## src/rtl/cook_timer_ctrl.sv

```systemverilog
// cook_timer_ctrl: microwave cook timer and magnetron controller.
//
// Keypad BCD entry shifts digits in from the right (mm:ss). Start counts the time down one second
// every TICKS_PER_SEC cycles. Stop or an open door pauses the count, and the magnetron is duty-cycled
// over a POWER_LEVELS-second window.
//
// Optional build macro: COOK_BEEP_EN. When it is defined, beep_o is driven high for BEEP_TICKS
// cycles after the count reaches DONE. When it is undefined, beep_o is tied low and no beep counter
// is built.
//
// Ports:
//   clock_i, reset_i   clock (rising edge) and asynchronous active-high reset
//   keypad_i           one-hot digit keys, bit n = digit n
//   startn_i           start, active low
//   stopn_i            stop/pause, active low
//   clearn_i           clear, active low
//   door_closed_i      1 = door closed
//   power_level_i      requested power level, latched at start
//   sec_ones_o         BCD seconds ones digit
//   sec_tens_o         BCD seconds tens digit
//   min_bcd_o          BCD minutes, digit 0 in [3:0]
//   mag_on_o           magnetron enable
//   cooking_o          high while in COOK
//   done_o             high while in DONE
//   beep_o             end-of-cook beep
module cook_timer_ctrl #(
  parameter int unsigned TICKS_PER_SEC = 100,
  parameter int unsigned MIN_DIGITS    = 1,
  parameter int unsigned POWER_LEVELS  = 10,
  parameter int unsigned PWR_W         = 4,
  parameter int unsigned BEEP_TICKS    = 300
) (
  input  logic                    clock_i,
  input  logic                    reset_i,
  input  logic [9:0]              keypad_i,
  input  logic                    startn_i,
  input  logic                    stopn_i,
  input  logic                    clearn_i,
  input  logic                    door_closed_i,
  input  logic [PWR_W-1:0]        power_level_i,
  output logic [3:0]              sec_ones_o,
  output logic [3:0]              sec_tens_o,
  output logic [4*MIN_DIGITS-1:0] min_bcd_o,
  output logic                    mag_on_o,
  output logic                    cooking_o,
  output logic                    done_o,
  output logic                    beep_o
);

  localparam int unsigned PrescW = $clog2(TICKS_PER_SEC);
  localparam int unsigned MinW   = 4 * MIN_DIGITS;

  typedef enum logic [2:0] {StIdle, StSet, StCook, StPause, StDone} state_e;

  state_e            state_q, state_d;
  logic [3:0]        sec_ones_q, sec_ones_d;
  logic [3:0]        sec_tens_q, sec_tens_d;
  logic [MinW-1:0]   min_q, min_d;
  logic [PrescW-1:0] presc_q, presc_d;
  logic [PWR_W-1:0]  duty_q, duty_d;
  logic [PWR_W-1:0]  power_q, power_d;
  logic              kp_idle_q, kp_idle_d;

  // Key decode: only a clean press (one-hot after an all-zero cycle) is accepted.
  logic       key_valid;
  logic [3:0] key_digit;

  always_comb begin
    key_digit = 4'd0;
    for (int unsigned i = 0; i < 10; i++) begin
      if (keypad_i[i]) key_digit = 4'(i);
    end
    key_valid = kp_idle_q && $onehot(keypad_i);
  end

  // Digit shift for key entry; the top minute digit falls off.
  logic [MinW-1:0] sh_min;
  logic            sh_zero;

  always_comb begin
    sh_min      = '0;
    sh_min[3:0] = sec_tens_q;
    for (int unsigned i = 1; i < MIN_DIGITS; i++) begin
      sh_min[4*i+:4] = min_q[4*(i-1)+:4];
    end
    sh_zero = (sh_min == '0) && (sec_ones_q == 4'd0) && (key_digit == 4'd0);
  end

  // One-second decrement with BCD borrows. Seconds tens borrow back to 5, so entered values above
  // 59 simply run down as they are.
  logic [3:0]      dec_ones, dec_tens;
  logic [MinW-1:0] dec_min;
  logic            borrow;
  logic            dec_zero;

  always_comb begin
    dec_ones = sec_ones_q;
    dec_tens = sec_tens_q;
    dec_min  = min_q;
    borrow   = 1'b0;
    if (sec_ones_q != 4'd0) begin
      dec_ones = sec_ones_q - 4'd1;
    end else begin
      dec_ones = 4'd9;
      if (sec_tens_q != 4'd0) begin
        dec_tens = sec_tens_q - 4'd1;
      end else begin
        dec_tens = 4'd5;
        borrow   = 1'b1;
      end
    end
    for (int unsigned i = 0; i < MIN_DIGITS; i++) begin
      if (borrow) begin
        if (min_q[4*i+:4] == 4'd0) begin
          dec_min[4*i+:4] = 4'd9;
        end else begin
          dec_min[4*i+:4] = min_q[4*i+:4] - 4'd1;
          borrow          = 1'b0;
        end
      end
    end
    dec_zero = (dec_ones == 4'd0) && (dec_tens == 4'd0) && (dec_min == '0);
  end

  logic [PWR_W-1:0] power_clamped;
  assign power_clamped = ((power_level_i == '0) || (power_level_i > PWR_W'(POWER_LEVELS))) ?
                         PWR_W'(POWER_LEVELS) : power_level_i;

  // Next state. Priority: clear > door open > stop > start.
  always_comb begin
    state_d    = state_q;
    sec_ones_d = sec_ones_q;
    sec_tens_d = sec_tens_q;
    min_d      = min_q;
    presc_d    = presc_q;
    duty_d     = duty_q;
    power_d    = power_q;
    kp_idle_d  = (keypad_i == '0);

    if (!clearn_i) begin
      state_d    = StIdle;
      sec_ones_d = 4'd0;
      sec_tens_d = 4'd0;
      min_d      = '0;
      presc_d    = '0;
      duty_d     = '0;
    end else begin
      case (state_q)
        StIdle, StSet: begin
          if ((state_q == StSet) && door_closed_i && stopn_i && !startn_i) begin
            state_d = StCook;
            presc_d = '0;
            duty_d  = '0;
            power_d = power_clamped;
          end else if (key_valid) begin
            min_d      = sh_min;
            sec_tens_d = sec_ones_q;
            sec_ones_d = key_digit;
            state_d    = sh_zero ? StIdle : StSet;
          end
        end
        StCook: begin
          if (!door_closed_i || !stopn_i) begin
            state_d = StPause;
          end else if (presc_q == PrescW'(TICKS_PER_SEC - 1)) begin
            presc_d    = '0;
            sec_ones_d = dec_ones;
            sec_tens_d = dec_tens;
            min_d      = dec_min;
            duty_d     = (duty_q == PWR_W'(POWER_LEVELS - 1)) ? '0 : duty_q + 1'b1;
            if (dec_zero) state_d = StDone;
          end else begin
            presc_d = presc_q + 1'b1;
          end
        end
        StPause: begin
          if (door_closed_i && stopn_i && !startn_i) state_d = StCook;
        end
        StDone: begin
          if (!door_closed_i) begin
            state_d = StIdle;
            presc_d = '0;
            duty_d  = '0;
          end
        end
        default: state_d = StIdle;
      endcase
    end
  end

  always_ff @(posedge clock_i or posedge reset_i) begin
    if (reset_i) begin
      state_q    <= StIdle;
      sec_ones_q <= 4'd0;
      sec_tens_q <= 4'd0;
      min_q      <= '0;
      presc_q    <= '0;
      duty_q     <= '0;
      power_q    <= '0;
      kp_idle_q  <= 1'b1;
    end else begin
      state_q    <= state_d;
      sec_ones_q <= sec_ones_d;
      sec_tens_q <= sec_tens_d;
      min_q      <= min_d;
      presc_q    <= presc_d;
      duty_q     <= duty_d;
      power_q    <= power_d;
      kp_idle_q  <= kp_idle_d;
    end
  end

  assign sec_ones_o = sec_ones_q;
  assign sec_tens_o = sec_tens_q;
  assign min_bcd_o  = min_q;
  assign cooking_o  = (state_q == StCook);
  assign done_o     = (state_q == StDone);
  // The door term is deliberately combinational so that opening the door cuts the magnetron at once.
  assign mag_on_o   = (state_q == StCook) && (duty_q < power_q) && door_closed_i;

`ifdef COOK_BEEP_EN
  localparam int unsigned BeepW = $clog2(BEEP_TICKS + 1);

  logic [BeepW-1:0] beep_cnt_q, beep_cnt_d;

  always_comb begin
    beep_cnt_d = beep_cnt_q;
    if (state_d != StDone) begin
      beep_cnt_d = '0;
    end else if (state_q != StDone) begin
      beep_cnt_d = BeepW'(BEEP_TICKS);
    end else if (beep_cnt_q != '0) begin
      beep_cnt_d = beep_cnt_q - 1'b1;
    end
  end

  always_ff @(posedge clock_i or posedge reset_i) begin
    if (reset_i) beep_cnt_q <= '0;
    else         beep_cnt_q <= beep_cnt_d;
  end

  assign beep_o = (beep_cnt_q != '0);
`else
  assign beep_o = 1'b0;
`endif

endmodule

```

## config.mk

```make
export PLATFORM = sky130hd
export DESIGN_NAME = cook_timer_ctrl
export DESIGN_NICKNAME = d
export VERILOG_FILES = /design/src/rtl/cook_timer_ctrl.sv
export SDC_FILE = /design/constraint.sdc
export NUM_CORES = 1
export LEC_CHECK = 0
export CAP_MARGIN = 0
export CORE_ASPECT_RATIO = 0.7
export CORE_MARGIN = 3
export CORE_UTILIZATION = 42
export DETAILED_ROUTE_END_ITERATION = 10
export PLACE_DENSITY = 0.67
export SYNTH_ARGS = -nofsm -noshare
export SYNTH_HDL_FRONTEND = slang
export SYNTH_SLANG_ARGS = --single-unit
```

## constraint.sdc

```tcl
create_clock -name clock_i -period 4.7 [get_ports clock_i]
set_input_delay 0.94 -clock clock_i [delete_from_list [all_inputs] [get_ports clock_i]]
set_output_delay 0.94 -clock clock_i [all_outputs]
set_load 0.02 [all_outputs]
```

==> impl_metrics.csv, run 1 <==
group,metric,value,unit
status,status,"completed",
routing,wl_per_cell,16.4,um
die,initial_core_util,44.5,%
die,num_rows,22,
timing,rsz0062_at_grt,"false",
clocking,postCtsSetupBuffers,0,
hold_path,hold_path_class,"flip-flop to flip-flop",
routing,viasPerCell,5.83,
clocking,numCtsBuffers,5,
setup_path,critPathTopFamily,"adder cells",
setup_path,critical_path.max_stage_delay,0.53,ns
place,placed_cells,383,
clocking,clk_pin_slew,0.07,ns
clocking,holdBufCountCts,0,
timing,post-route-period-util,95.1,%
finish,layout.cells.non_filler,391,
die,core_area,5370,um^2
timing,finClkSkew,0.00779,ns
logic_synthesis,ys_seq_area_share,32.5,%
clocking,clock_latency,0.29,ns
global_route,grt_max_degree,32,
setup_path,r2r_slack,2.06,ns
die,pin_count,36,
finish,final_nets,353,
clocking,clockRootBuffer,"clkbuf_8",
routing,ant_nets,0,
global_route,grt.overflow.total,0,
power,vdd_drop_max,232,uV
place,gp_congestion,0.849,
logic_synthesis,synthArstFlopShare,100,%
timing,finalMaxSlewViolations,0,
routing,firstDrtPassIters,4,
timing,fmax,224,MHz
routing,drtIter0Drc,148,
logic_synthesis,synth_edf_count,0,
timing,setup_viol,0,
routing,wl_met3,468,um
clocking,cts_tree,"done",
logic_synthesis,postSynthAreaPerCell,8.65,um^2
logic_synthesis,synth.yosys.warnings,0,
die,die_h,69.1,um
power,p_leak,0.00133,uW
setup_path,arrival,4.68,ns
routing,vias,2281,
routing,drc_errors,0,
timing,hold_viol,0,
clocking,htreeDepth,2,
global_route,grt_use_total,20.1,%
finish,area_delta_synth_final,25.0,%
timing,finalSetupTns,0,ns
global_route,antenna_found_initial,0,
logic_synthesis,syn-num-nets,311,
routing,routed.top_layer,"met4",
job,cap_violations,0,
place,dp.final_hpwl,4590,um
logic_synthesis,ys_ff_latch,31,
setup_path,worstSetupEndpointType,"flip-flop",
setup_path,cp_slowest_cell,"fa_1",
logic_synthesis,synthTopCellsByCount,"30 x dfrtp_1, 29 x inv_1, 25 x o21ai_0, 18 x nand2_1, 16 x nor2_1",
finish,drive_above_1_share,11.6,%
setup_path,critical_path_buf_inv_count,4,
routing,routed_wl,6430,um
die,dieArea,6640,um^2
setup_path,worst-path-max-fanout,8,
place,portBuffers,34,
setup_path,cp.required,4.91,ns
clocking,clock_path_buffers,2,
setup_path,path_class,"input pin to flip-flop",
setup_path,critical_path.cell_chain,"dlymetal6s2s_1 > fa_1 > fa_1 > inv_1 > fa_1 > inv_1 > ha_2 > inv_1 > fa_2 > a2111oi_2 > o2111ai_1 > a21o_2 > or4_1 > o211ai_1",
logic_synthesis,synthMostInstantiatedCell,"dfrtp_1",
logic_synthesis,synth-main-ff-cell,"dfrtp_1",
logic_synthesis,synth.area.top_cells,"dfrtp_1 31%, o21ai_0 5.2%, fa_1 5.0%",
finish,num_antenna_cells,0,
logic_synthesis,syn_area,2390,um^2
global_route,grt_pass1_vias,2109,
power,p_per_area,354,nW/um^2
timing,worst_pin_slew,0.846,ns
timing,timing.final.crit_period,4.47,ns
logic_synthesis,yosysTopAreaCell,"dfrtp_1",
routing,route.met2.wl,2610,um
clocking,clock_sinks,31,
timing,hold_ws,0.486,ns
logic_synthesis,synth_top_area_share,31.4,%
logic_synthesis,ys_types,60,
timing,slew_headroom,43.2,%
setup_path,cp-start-kind,"input pin",
logic_synthesis,synthCells,276,
die,die_width,96.1,um
routing,wl_met1,3280,um
global_route,grt_pass1_wl,10600,um
==> layer usage <==
layer	up-vias	track usage, %
met5	-	0
met2	81	26.4
met1	1078	32.2
li1	1111	-
met4	0	4.10
met3	11	5.45
==> stage by stage <==
step	area [um^2]	power (uW)	setup WS, ns	util (%)
floorplan	2390	628	0.157	-
global placement	2840	756	-0.324	52.8
detailed placement	2840	762	-0.428	52.8
CTS	2960	1060	0.00398	55.2
global route	2990	1130	0.0358	55.6
finish	2990	1060	0.232	55.6
==> cell families (layout without fill, tap and decap cells) <==
kind of cell,count (synthesis),after routing,synth area share (%)
AOI/OAI and AO/OA,84,84,24.0
muxes,2,2,0.891
other,1,1,0.157
adders and majority gates,15,15,9.74
buffers and inverters,41,84,7.96
DFF,31,31,32.5
and+or+nand+nor,102,102,24.7
==> state kept, by name, indices dropped and copies added, names as in the netlist <==
register    cells
duty_q          4
power_q         4
min_bcd_o       4
kp_idle_q       1
sec_ones_o      4
presc_q         7
sec_tens_o      4
state_q         3
==> final timing paths <==
kind / from / end / depth (start not counted)
setup / recovery: keypad_i[9] / sec_ones_o[1]$_DFFE_PP0P_ / 14
hold / removal: presc_q[6]$_DFFE_PP0P_ / presc_q[6]$_DFFE_PP0P_ / 1
setup reg to reg: state_q[1]$_DFFE_PP0P_ / presc_q[6]$_DFFE_PP0P_ / 4
hold reg to reg: presc_q[6]$_DFFE_PP0P_ / presc_q[6]$_DFFE_PP0P_ / 1
max in group asynchronous: reset_i / kp_idle_q$_DFF_PP1_ / 3
min in group asynchronous: reset_i / state_q[1]$_DFFE_PP0P_ / 3
==> report_power, final <==
part	internal [uW]	switching, uW
clock network	172	109
registers	300	47.7
logic	182	247
==> cell type report <==
class / instances / area [um^2]
fillers: 508 / 2380
flip-flops and latches: 31 / 777
inverters: 29 / 109
multi-input cells: 204 / 1440
clock buffers: 6 / 82.6
repair buffers: 47 / 453
clock inverters: 2 / 35.0
well taps: 72 / 90.1
==> cell usage in the layout, fill, tap and decap left out, types with 3 or more instances in the layout <==
master	n
dfrtp_1	30
inv_1	29
clkdlybuf4s50_1	28
o21ai_0	25
nand2_1	18
nor2_1	16
buf_4	13
a21oi_1	12
nand3_1	9
nand2b_1	8
ha_1	8
o31ai_1	7
nor3_1	7
nor4_1	7
clkbuf_8	6
dlymetal6s2s_1	6
nand3b_1	5
fa_1	5
and3_1	4
and2_1	4
o211ai_1	4
o41ai_1	4
o21a_1	4
nor3b_1	3
or4_1	3
nor2b_1	3
==> timing repair <==
item,CTS,global route
pin swaps,3,4
endpoints found under the setup margin,13,14
resized for setup,4,9
No activity file was read; power rests on OpenSTA's default activity.
==> run 2: changes to the inputs <==
HOLD_SLACK_MARGIN = 0.08   (was default)
==> results of run 2 <==
Final layout, timing and power as in run 1 (identical DEF).
==> run 3: changes to the inputs <==
CORE_UTILIZATION = 59   (was 42)
PLACE_DENSITY = 0.88   (was 0.67)
==> run 3 against run 2 <==
  * Critical path depth is the same
  * Combinational power grew 8.2%
  * Sequential share of layout area rose by 0.24 points
  * Total power fell by 2.3%
  * Largest power group unchanged
  * First-iteration DRC count grew 32%
  * Via count grew 6.5%
  * Fmax decreased by 2.5%
  * Clock skew grew 0.0015 ns
  * Sequential cell count did not move
==> impl_metrics.csv, run 3 (same netlist as run 1, synthesis figures left out) <==
group,metric,value,unit
status,status,"completed",
clocking,clockRootBuffer,"clkbuf_8",
hold_path,hold_path_class,"flip-flop to flip-flop",
power,vdd_drop_max,204,uV
timing,finalSetupTns,0,ns
clocking,htreeDepth,2,
setup_path,cp.required,4.90,ns
clocking,clock_sinks,31,
clocking,clk_pin_slew,0.07,ns
die,dieArea,4860,um^2
finish,final_cell_mix,"30 x dfrtp_1, 28 x inv_1, 28 x clkdlybuf4s50_1",
job,cap_violations,0,
global_route,grt.overflow.total,0,
place,place_area,2820,um^2
routing,drc_errors,0,
power,p_leak,0.00129,uW
power,p_per_area,349,nW/um^2
timing,setup_viol,0,
finish,final_area,2960,um^2
timing,fmax,218,MHz
routing,ant_nets,0,
die,pin_count,36,
setup_path,arrival,4.78,ns
routing,drtIter0Drc,195,
global_route,antenna_found_initial,0,
global_route,grt_max_degree,20,
power,power.total,1030,uW
finish,final_nets,355,
routing,vias,2429,
place,dp.final_hpwl,4850,um
timing,fin_ws,0.117,ns
routing,wl_per_cell,18.2,um
timing,hold_viol,0,
setup_path,path_class,"input pin to flip-flop",
global_route,grt_pass1_vias,2303,
routing,viasPerCell,6.56,
clocking,clock_path_buffers,2,
place,gp_congestion,0.891,
timing,hold_ws,0.496,ns
place,dp_slack,-0.550,ns
die,die_h,59.2,um
finish,top_register,"presc_q",
clocking,clock_latency,0.29,ns
setup_path,worstReg2RegEnd,"presc_q[6]$_DFFE_PP0P_",
setup_path,r2r_start,"state_q[1]$_DFFE_PP0P_",
hold_path,min_from,"presc_q[6]$_DFFE_PP0P_",
die,initial_core_util,64.7,%
routing,firstDrtPassIters,5,
finish,layout_commonest_cell,"dfrtp_1",
timing,rsz0062_at_grt,"false",
timing,finClkSkew,0.00927,ns
die,die_width,82.1,um
setup_path,cp-start-kind,"input pin",
die,num_rows,18,
timing,finalMaxSlewViolations,0,
setup_path,worst-path-max-fanout,8,
clocking,numCtsBuffers,5,
timing,worst_pin_slew,0.817,ns
hold_path,hold_end,"presc_q[6]$_DFFE_PP0P_",
setup_path,r2r_slack,2.16,ns
hold_path,min_path_cells,1,
setup_path,r2r_cells,4,
finish,area_delta_synth_final,23.9,%
global_route,grt_use_total,29.9,%
finish,largest_reg_flops,7,
die,core_area,3690,um^2
timing,slew_headroom,45.2,%
timing,timing.final.crit_period,4.58,ns
place,portBuffers,34,
finish,drive_above_1_share,13.1,%
routing,routed_wl,6730,um
setup_path,worstSetupEndpointType,"flip-flop",
global_route,grt_pass1_wl,10900,um
clocking,cts_tree,"done",
timing,post-route-period-util,97.5,%
finish,num_antenna_cells,0,
run 3: worst max path at each step:
| stage | startpoint | cells after the start | slack (ns) | endpoint |
|---|---|---|---|---|
| after floorplan | keypad_i[0] | 13 | 0.16 | min_bcd_o[1]$_DFFE_PP0P_ |
| after global placement | keypad_i[0] | 14 | -0.31 | sec_tens_o[1]$_DFFE_PP0P_ |
| after detailed placement | keypad_i[5] | 14 | -0.55 | sec_ones_o[1]$_DFFE_PP0P_ |
| after CTS | keypad_i[3] | 14 | 0.05 | sec_ones_o[1]$_DFFE_PP0P_ |
| after global routing | keypad_i[0] | 14 | 0.00001 | sec_ones_o[1]$_DFFE_PP0P_ |
| final | keypad_i[5] | 14 | 0.12 | sec_ones_o[1]$_DFFE_PP0P_ |
run 3: metrics by stage:
step,cells,util [%]
after floorplan,276,-
after global placement,362,76.2
after detailed placement,362,76.2
after CTS,370,78.9
after global routing,370,80.1
final,370,80.1
run 3: layer usage:
layer,vias up,global-route usage [%],routed length (um)
met5,-,0,0
met4,0,8.77,167
met3,26,8.21,720
met2,150,44.9,2910
met1,1143,42.2,2930
li1,1110,-,-
run 3: cell type report:
type                            instances  area [um^2]
Tap cell                               50         62.6
Timing Repair Buffer                   49          448
Clock inverter                          1         5.00
Sequential cell                        31          777
Inverter                               29          109
Fill cell                             259          734
Clock buffer                            6         82.6
Multi-Input combinational cell        204         1480
run 3: report_power, final:
part | internal (uW) | switching [uW] | total [uW]
clock | 115 | 104 | 218
combinational | 198 | 266 | 464
sequential | 300 | 49.8 | 350
run 3: what timing repair did:
action / in CTS / in global routing
hold endpoints to repair: 0 / 0
setup endpoints to repair: 15 / 15
hold buffers: 0 / 0
gates resized for setup: 7 / 17
pin swaps: 5 / 9
setup buffers: 1 / 0
gates cloned: 0 / 0
run 3: critical path, stage by stage:
cell and delay, ns:
clkdlybuf4s15_1 0.22, fa_1 0.50, fa_1 0.52, inv_1 0.06, fa_1 0.48, inv_2 0.08, ha_4 0.14, inv_1 0.06
fa_2 0.41, a2111oi_4 0.29, o2111ai_2 0.20, a21o_4 0.29, or4_1 0.47, o211ai_1 0.12
